`src/rtl/pipe_stage_reg.sv`:
```
// Pipeline stage register with valid/ready handshake, optional 2-entry skid
// buffer, flush and bubble gating. The head entry is always held in main_r;
// skid_r only holds the second entry when the stage is FULL.
module pipe_stage_reg #(
    parameter int DATA_W  = 32,
    parameter int REG_W   = 5,
    parameter int CTRL_W  = 4,
    parameter int INSTR_W = 32,
    parameter int SKID    = 1
) (
    input  logic               clk,
    input  logic               rst,
    input  logic               flush,
    input  logic               in_valid,
    output logic               in_ready,
    input  logic [CTRL_W-1:0]  in_ctrl,
    input  logic [DATA_W-1:0]  in_alu,
    input  logic [DATA_W-1:0]  in_wdata,
    input  logic [REG_W-1:0]   in_wreg,
    input  logic [INSTR_W-1:0] in_instr,
    input  logic [REG_W-1:0]   in_rt,
    output logic               out_valid,
    input  logic               out_ready,
    output logic [CTRL_W-1:0]  out_ctrl,
    output logic [DATA_W-1:0]  out_alu,
    output logic [DATA_W-1:0]  out_wdata,
    output logic [REG_W-1:0]   out_wreg,
    output logic [REG_W-1:0]   out_rt,
    output logic [INSTR_W-1:0] out_instr,
    output logic               hz_regwrite,
    output logic               hz_mem_to_reg,
    output logic               hz_mem_write,
    output logic [1:0]         occupancy
);

    // Payload layout (LSB first): rt, instr, wreg, wdata, alu, ctrl
    localparam int OFF_INSTR = REG_W;
    localparam int OFF_WREG  = OFF_INSTR + INSTR_W;
    localparam int OFF_WDATA = OFF_WREG + REG_W;
    localparam int OFF_ALU   = OFF_WDATA + DATA_W;
    localparam int OFF_CTRL  = OFF_ALU + DATA_W;
    localparam int PAY_W     = OFF_CTRL + CTRL_W;

    typedef enum logic [1:0] {
        ST_EMPTY = 2'd0,
        ST_ONE   = 2'd1,
        ST_FULL  = 2'd2
    } state_t;

    state_t             state_r;
    state_t             state_nxt_s;
    logic [PAY_W-1:0]   main_r;
    logic [PAY_W-1:0]   skid_r;
    logic [PAY_W-1:0]   in_pay_s;
    logic               accept_s;
    logic               pop_s;
    logic               main_ld_in_s;
    logic               main_ld_skid_s;
    logic               skid_ld_s;
    logic               valid_s;

    assign in_pay_s = {in_ctrl, in_alu, in_wdata, in_wreg, in_instr, in_rt};
    assign valid_s  = (state_r != ST_EMPTY);
    assign accept_s = in_valid & in_ready & ~flush & ~rst;
    assign pop_s    = valid_s & out_ready;

    // State register: reset and flush both return the stage to EMPTY
    always_ff @(posedge clk) begin
        if (rst) begin
            state_r <= ST_EMPTY;
        end else if (flush) begin
            state_r <= ST_EMPTY;
        end else begin
            state_r <= state_nxt_s;
        end
    end

    // Next-state and datapath load decode from the handshake events
    always_comb begin
        state_nxt_s    = state_r;
        main_ld_in_s   = 1'b0;
        main_ld_skid_s = 1'b0;
        skid_ld_s      = 1'b0;
        case (state_r)
            ST_EMPTY: begin
                if (accept_s) begin
                    state_nxt_s  = ST_ONE;
                    main_ld_in_s = 1'b1;
                end else begin
                    state_nxt_s  = ST_EMPTY;
                end
            end
            ST_ONE: begin
                if (accept_s && pop_s) begin
                    state_nxt_s  = ST_ONE;
                    main_ld_in_s = 1'b1;
                end else if (accept_s) begin
                    // Only reachable with the skid buffer: with SKID=0 an
                    // accept while ONE implies out_ready, hence a pop.
                    state_nxt_s  = ST_FULL;
                    skid_ld_s    = 1'b1;
                end else if (pop_s) begin
                    state_nxt_s  = ST_EMPTY;
                end else begin
                    state_nxt_s  = ST_ONE;
                end
            end
            ST_FULL: begin
                if (pop_s) begin
                    state_nxt_s    = ST_ONE;
                    main_ld_skid_s = 1'b1;
                end else begin
                    state_nxt_s    = ST_FULL;
                end
            end
            default: begin
                state_nxt_s = ST_EMPTY;
            end
        endcase
    end

    // Payload registers: main holds the head, skid holds the second entry
    always_ff @(posedge clk) begin
        if (rst) begin
            main_r <= {PAY_W{1'b0}};
            skid_r <= {PAY_W{1'b0}};
        end else if (flush) begin
            main_r <= main_r;
            skid_r <= skid_r;
        end else begin
            if (main_ld_in_s) begin
                main_r <= in_pay_s;
            end else if (main_ld_skid_s) begin
                main_r <= skid_r;
            end else begin
                main_r <= main_r;
            end
            if (skid_ld_s) begin
                skid_r <= in_pay_s;
            end else begin
                skid_r <= skid_r;
            end
        end
    end

    // Output decode: ready, occupancy and bubble gating of control/instr
    always_comb begin
        out_valid = valid_s;
        if (SKID != 0) begin
            in_ready = (state_r != ST_FULL);
        end else begin
            in_ready = ~valid_s | out_ready;
        end
        case (state_r)
            ST_EMPTY: occupancy = 2'd0;
            ST_ONE:   occupancy = 2'd1;
            ST_FULL:  occupancy = 2'd2;
            default:  occupancy = 2'd0;
        endcase
        out_alu   = main_r[OFF_ALU +: DATA_W];
        out_wdata = main_r[OFF_WDATA +: DATA_W];
        out_wreg  = main_r[OFF_WREG +: REG_W];
        out_rt    = main_r[REG_W-1:0];
        if (valid_s) begin
            out_ctrl  = main_r[OFF_CTRL +: CTRL_W];
            out_instr = main_r[OFF_INSTR +: INSTR_W];
        end else begin
            out_ctrl  = {CTRL_W{1'b0}};
            out_instr = {INSTR_W{1'b0}};
        end
        hz_regwrite   = out_ctrl[1];
        hz_mem_to_reg = out_ctrl[2];
        hz_mem_write  = out_ctrl[3];
    end

endmodule

```
`config.mk`:
```
export PLATFORM = sky130hd
export DESIGN_NAME = pipe_stage_reg
export DESIGN_NICKNAME = d
export VERILOG_FILES = /design/src/rtl/pipe_stage_reg.sv
export SDC_FILE = /design/constraint.sdc
export NUM_CORES = 1
export LEC_CHECK = 0
export ABC_AREA = 0
export BUFFER_PORTS_ARGS = -buffer_cell sky130_fd_sc_hd__clkbuf_2
export CAP_MARGIN = 20
export CORE_ASPECT_RATIO = 0.8
export CORE_MARGIN = 3
export CORE_UTILIZATION = 30
export DETAILED_ROUTE_END_ITERATION = 10
export PLACE_DENSITY_LB_ADDON = 0.25
export SYNTH_ARGS = -nofsm -noshare
export SYNTH_HDL_FRONTEND = slang
export SYNTH_SLANG_ARGS = --single-unit
export TNS_END_PERCENT = 1
```
`constraint.sdc`:
```
create_clock -name clk -period 2 [get_ports clk]
set_input_delay 0.2 -clock clk [delete_from_list [all_inputs] [get_ports clk]]
set_output_delay 0.2 -clock clk [all_outputs]
set_load 0.02 [all_outputs]
```
After elaboration in Yosys (flattened, before gate mapping). Cells that the tools add are included.

Reductions and logical operators: 7. Bitwise logic cells: 6. Equality and inequality tests: 3. Muxes and demuxes: 18.

Operator list (count): $mux W110 (2); $mux W32 (1); $mux W1 (8); $mux W2 (3); $pmux W2 S3 (1); $and A1 B1 Y1 (4); $mux W4 (1); $pmux W2 S2 (1); $reduce_and A2 Y1 (2); $reduce_bool A2 Y1 (2); $eq A2 B1 Y1 const B (1); $eq A2 B2 Y1 const B (1); $logic_not A2 Y1 (1); $ne A2 B2 Y1 const B (1); $not A1 Y1 (2); $pmux W1 S2 (1); $reduce_or A2 Y1 (1); $logic_and A1 B1 Y1 (1).

Register bits: 222. Input bits: 115. Output and inout bits: 117. Logic and storage cells: 37.

Longest topological paths before layout.
Depth in word-level cells: 9. Depth in mapped cells: 13. Mapped depth without buffers: 9.

Least setup slack after synthesis. OpenSTA, ideal clock, no wires.

Path type: reg-to-reg. Start: reg state_r[0]. End: reg main_r[70]. Buffers on the path: 4. Slack: -181 ps. Period minus slack after synthesis: 2181 ps. Setup time: 119 ps. Stages on the path, launching flop included: 14. Data required time: 1881 ps. Arrival time: 2062 ps. Path through: dfxtp_1 -> buf_2 -> nor2_1 -> inv_1 -> clkbuf_1 -> nand2_1 -> inv_1 -> ha_1 -> and2_1 -> o21ai_2 -> nand2_2 -> buf_6 -> buf_6 -> o221a_1.

Elaborated cells between the ends (all ways): 18. Those cells by class: 3 x eq/ne; 6 x mux; 4 x bitwise; 5 x reduce/logical.

RTL lines: start, declared (RTL line 50) `state_t state_r;`; start signal, assigned (RTL line 74) `state_r <= state_nxt_s;`; $reduce_bool A2 Y1 * (RTL line 63) `assign valid_s = (state_r != ST_EMPTY);`; named net out_valid (RTL line 22) `output logic out_valid,`; $and A1 B1 Y1 * (RTL line 65) `assign pop_s = valid_s & out_ready;`; $logic_and A1 B1 Y1 (RTL line 94) `if (accept_s && pop_s) begin`; $mux W1 (RTL line 94); $pmux W1 S2 (RTL line 84) `case (state_r)`; $reduce_bool A2 Y1 (no source line); $reduce_and A2 Y1 (no source line); end signal, assigned (RTL line 125) `main_r <= {PAY_W{1'b0}};`; end signal, assigned (RTL line 128) `main_r <= main_r;`; end signal, assigned (RTL line 132) `main_r <= in_pay_s;`; end, declared (RTL line 52) `logic [PAY_W-1:0] main_r;`.

The timed path passes the listed nets; every way through them passes the cells marked *. A chain may end at the register's enable or synchronous reset.

Worst setup path in the final report.
Start: in rst. End: reg skid_r[64].

Word-level cells in the longest chain between the ends: 6. Elaborated cells between the ends (all ways): 7. Those cells by class: 3 x mux; 2 x bitwise; 2 x reduce/logical.

RTL lines: start, declared (RTL line 12) `input logic rst,`; $not A1 Y1 (RTL line 64) `assign accept_s = in_valid & in_ready & ~flush & ~rst;`; $and A1 B1 Y1 (RTL line 64); $mux W1 / $logic_and A1 B1 Y1 (equally long branches) (RTL line 97, 94); $mux W1 (RTL line 94); $mux W1 (RTL line 84); $reduce_and A2 Y1 (no source line); end signal, assigned (RTL line 126) `skid_r <= {PAY_W{1'b0}};`; end signal, assigned (RTL line 129) `skid_r <= skid_r;`; end signal, assigned (RTL line 139) `skid_r <= in_pay_s;`; end, declared (RTL line 53) `logic [PAY_W-1:0] skid_r;`.

Several ways; a longest one is shown, not always the timed one.

==> results.md <==
* Status: complete, no violations
* Syn Area/Cell at 8.352 µm²
* Crit start category: input port
* Die Area at 33180 µm²
* Clock transition at path regs at 0.06 ns
* Final WL at 26.89 mm
* Vias at 8388
* Number of antenna-violating nets in the routed design at 0
* DP HPWL at 15.82 mm
* Data required time of the worst path at 2.34 ns
* GR Overflow Total at 0
* CTS tree: yes
* Crit path largest cell delay at 0.57 ns
* Initial core utilization at 0.3055
* Final Util at 0.4104
* Hold path cells at 3
* Worst-Margin Slew at 1.201 ns
* Internal power at 8.019 mW
* Site Rows at 57
* Switching Share at 0.2298
* Total GRT Usage at 0.1550
* Tcrit/Tclk final at 0.9645
* Combinational Power Share at 0.094
* Crit end category: register
* First-pass GRT wire length at 42.81 mm
* Leakage at 5.383 nW
* First-pass iteration count of the detailed router at 5
* VDD IR max at 0.4809 mV
* Synth area leader: dfxtp_1
* Post-synth EDFFs at 0
* Die span in x at 202.9 µm
* Switching pwr at 2.393 mW
* Max Cap Viol at 0
* Largest net degree at the start of global routing at 222
* Synth Net Count at 1231
* Ports at 232
* Cells along the critical path: dlygate4sd3_1 -> buf_6 -> nor2_2 -> and3_1 -> ha_1 -> nand3b_1 -> or2_4 -> buf_12 -> nand2_1 -> a21oi_1
* Final hold slack at 0.06593 ns
* CTS sink cnt at 222
* Synthesized area at 9304 µm²
* IO Port Bufs at 231
* Post-Place Setup Slack at -0.1128 ns
* Synth top cells by count: nor2_1, dfxtp_1, nand2_1
* Most frequent cell after synthesis: nor2_1
* H-tree depth at 1
* DRC violations left at 0
* Fillers at 3083
* R2R depth at 10
* Initial antenna violation count at 2
* Endpoints failing setup at 0
* Worst Skew at 0.008965 ns
* RSZ-0062 raised after global routing: true
* Register area at 4447 µm²
* Post-Synthesis Cells at 1114
* Area Growth Syn to Fin at 34.32%
* Number of DRC markers in iteration 0 at 471
* Clock power share at 0.461
* Fmax at 518.4 MHz
* Clk Latency, worst-skew pair at 0.52 ns
* Worst Path Max Fanout at 46
* Layout cells sized above 1 at 0.3036
* Worst rel slew slack at 0.1990
* WL/cell at 15.10 µm
* Leading post-synthesis cells by cell area: dfxtp_1, o221a_2, nor2_1, nand2_1, buf_4
* Syn. warnings at 0
* Pwr Density at 833.1 nW/µm²
* Total Power at 10.41 mW
* Avg Vias per Cell at 4.710
* Register-to-register setup slack at 0.09 ns
* Fin. Hold Viols at 0
* Slowest CP cell: dlygate4sd3_1
* CTS Buf Count at 24
* Footprint of the multi-input gates at 3902 µm²
* CTS Buffer Depth at 3
* Final nets at 1467
* Gpl congestion at 0.7397
* FF+latch count, synth at 222
* Setup TNS at 0 ns
* Seq/Total Area, Yosys at 0.4777
* Setup ws final at 0.07106 ns
* Die H at 163.5 µm
* Synth top area share at 0.4777
* CTS root buf: clkbuf_16
* Ys async rst share at 0
* Prevailing post-synth register cell: dfxtp_1
* Fin crit period at 1.929 ns
* Part of the power in registers at 0.444
* Number of global-route vias before repair at 7973
* Setup CP Type: in -> reg
* Max Transition Viols Final at 0
* Total core area at 30450 µm²
* Hold Path Class: in -> reg
* Crit path arrival time at 2.27 ns
* Distinct cells, synth at 29
==> registers in the layout, indices dropped and copies added, names as in the netlist <==
register	flops
state_r	2
main_r	110
skid_r	110
==> final cells by class <==
class | instances | share of cell area
clock inverters | 6 | 0.01061
flip-flops and latches | 222 | 0.3558
well taps | 413 | 0.04135
repair buffers | 377 | 0.2212
multi-input cells | 722 | 0.3123
clock buffers | 37 | 0.05767
diodes | 1 | 0.0002002
inverters | 3 | 0.0009011
==> power by group through the flow <==
stage,logic (mW),clock network [mW],registers (mW)
2_1_floorplan,0.566,0,4.69
3_3_place_gp,0.798,0,4.72
3_5_place_dp,0.807,0,4.72
4_1_cts,0.988,4.96,4.62
5_1_grt,1.07,5.11,4.64
6_report,0.984,4.80,4.62
==> worst max-delay path, delay by kind of cell <==
kind | cells | cell delay, ns
adders and majority gates | 1 | 0.15
buffers and inverters | 3 | 0.90
AOI/OAI and AO/OA | 1 | 0.08
and+or+nand+nor | 5 | 0.92
==> kinds of logic after synthesis <==
logic type	synth area share
DFF	0.4777
and+or+nand+nor	0.2145
AOI/OAI and AO/OA	0.1946
buffers and inverters	0.1095
adders and majority gates	0.002689
muxes	0.001076
==> path summary, 6_finish.rpt <==
check	start	endpoint
hold / removal	flush	state_r[0]$_SDFF_PP0_
setup reg to reg	state_r[1]$_SDFF_PP0_	skid_r[64]$_SDFFE_PP0P_
setup / recovery	rst	skid_r[64]$_SDFFE_PP0P_
hold reg to reg	skid_r[69]$_SDFFE_PP0P_	skid_r[69]$_SDFFE_PP0P_
==> cells in the final DEF, fill, tap and decap left out, types with 2 or more instances in the layout <==
cell and count:
nand3_1 2, inv_1 2, dfxtp_1 220, buf_12 18
dlygate4sd3_1 112, a21oi_1 112, clkbuf_8 5, o221a_2 99
clkbuf_2 230, o221a_1 10, clkbuf_1 7, nor2_1 220
clkbuf_16 25, buf_4 16, dfxtp_2 2, and2_1 37
nand2_1 220, nand3b_1 2, nor2_4 2, bufinv_16 4
ha_1 2
==> metal layers <==
metal,part of all wire,global-route usage
met5,0.00048,0
met4,0.022,0.03588
met3,0.056,0.03288
met2,0.44,0.2493
met1,0.48,0.2139
==> metrics by stage <==
| stage | cells | area [µm²] |
|---|---|---|
| final | 1781 | 12500 |
| after global routing | 1781 | 12500 |
| after CTS | 1780 | 12490 |
| after detailed placement | 1623 | 10490 |
| after global placement | 1623 | 10490 |
| after floorplan | 1114 | 9340 |
==> what timing repair did <==
action / CTS / global route
endpoints found under the hold margin: 220 / 0
endpoints found under the setup margin: 148 / 67
hold buffers: 112 / 0
gates resized for setup: 3 / 3
setup buffers: 2 / 0
pin swaps: 1 / 0
(Power assumes the default switching activity.)
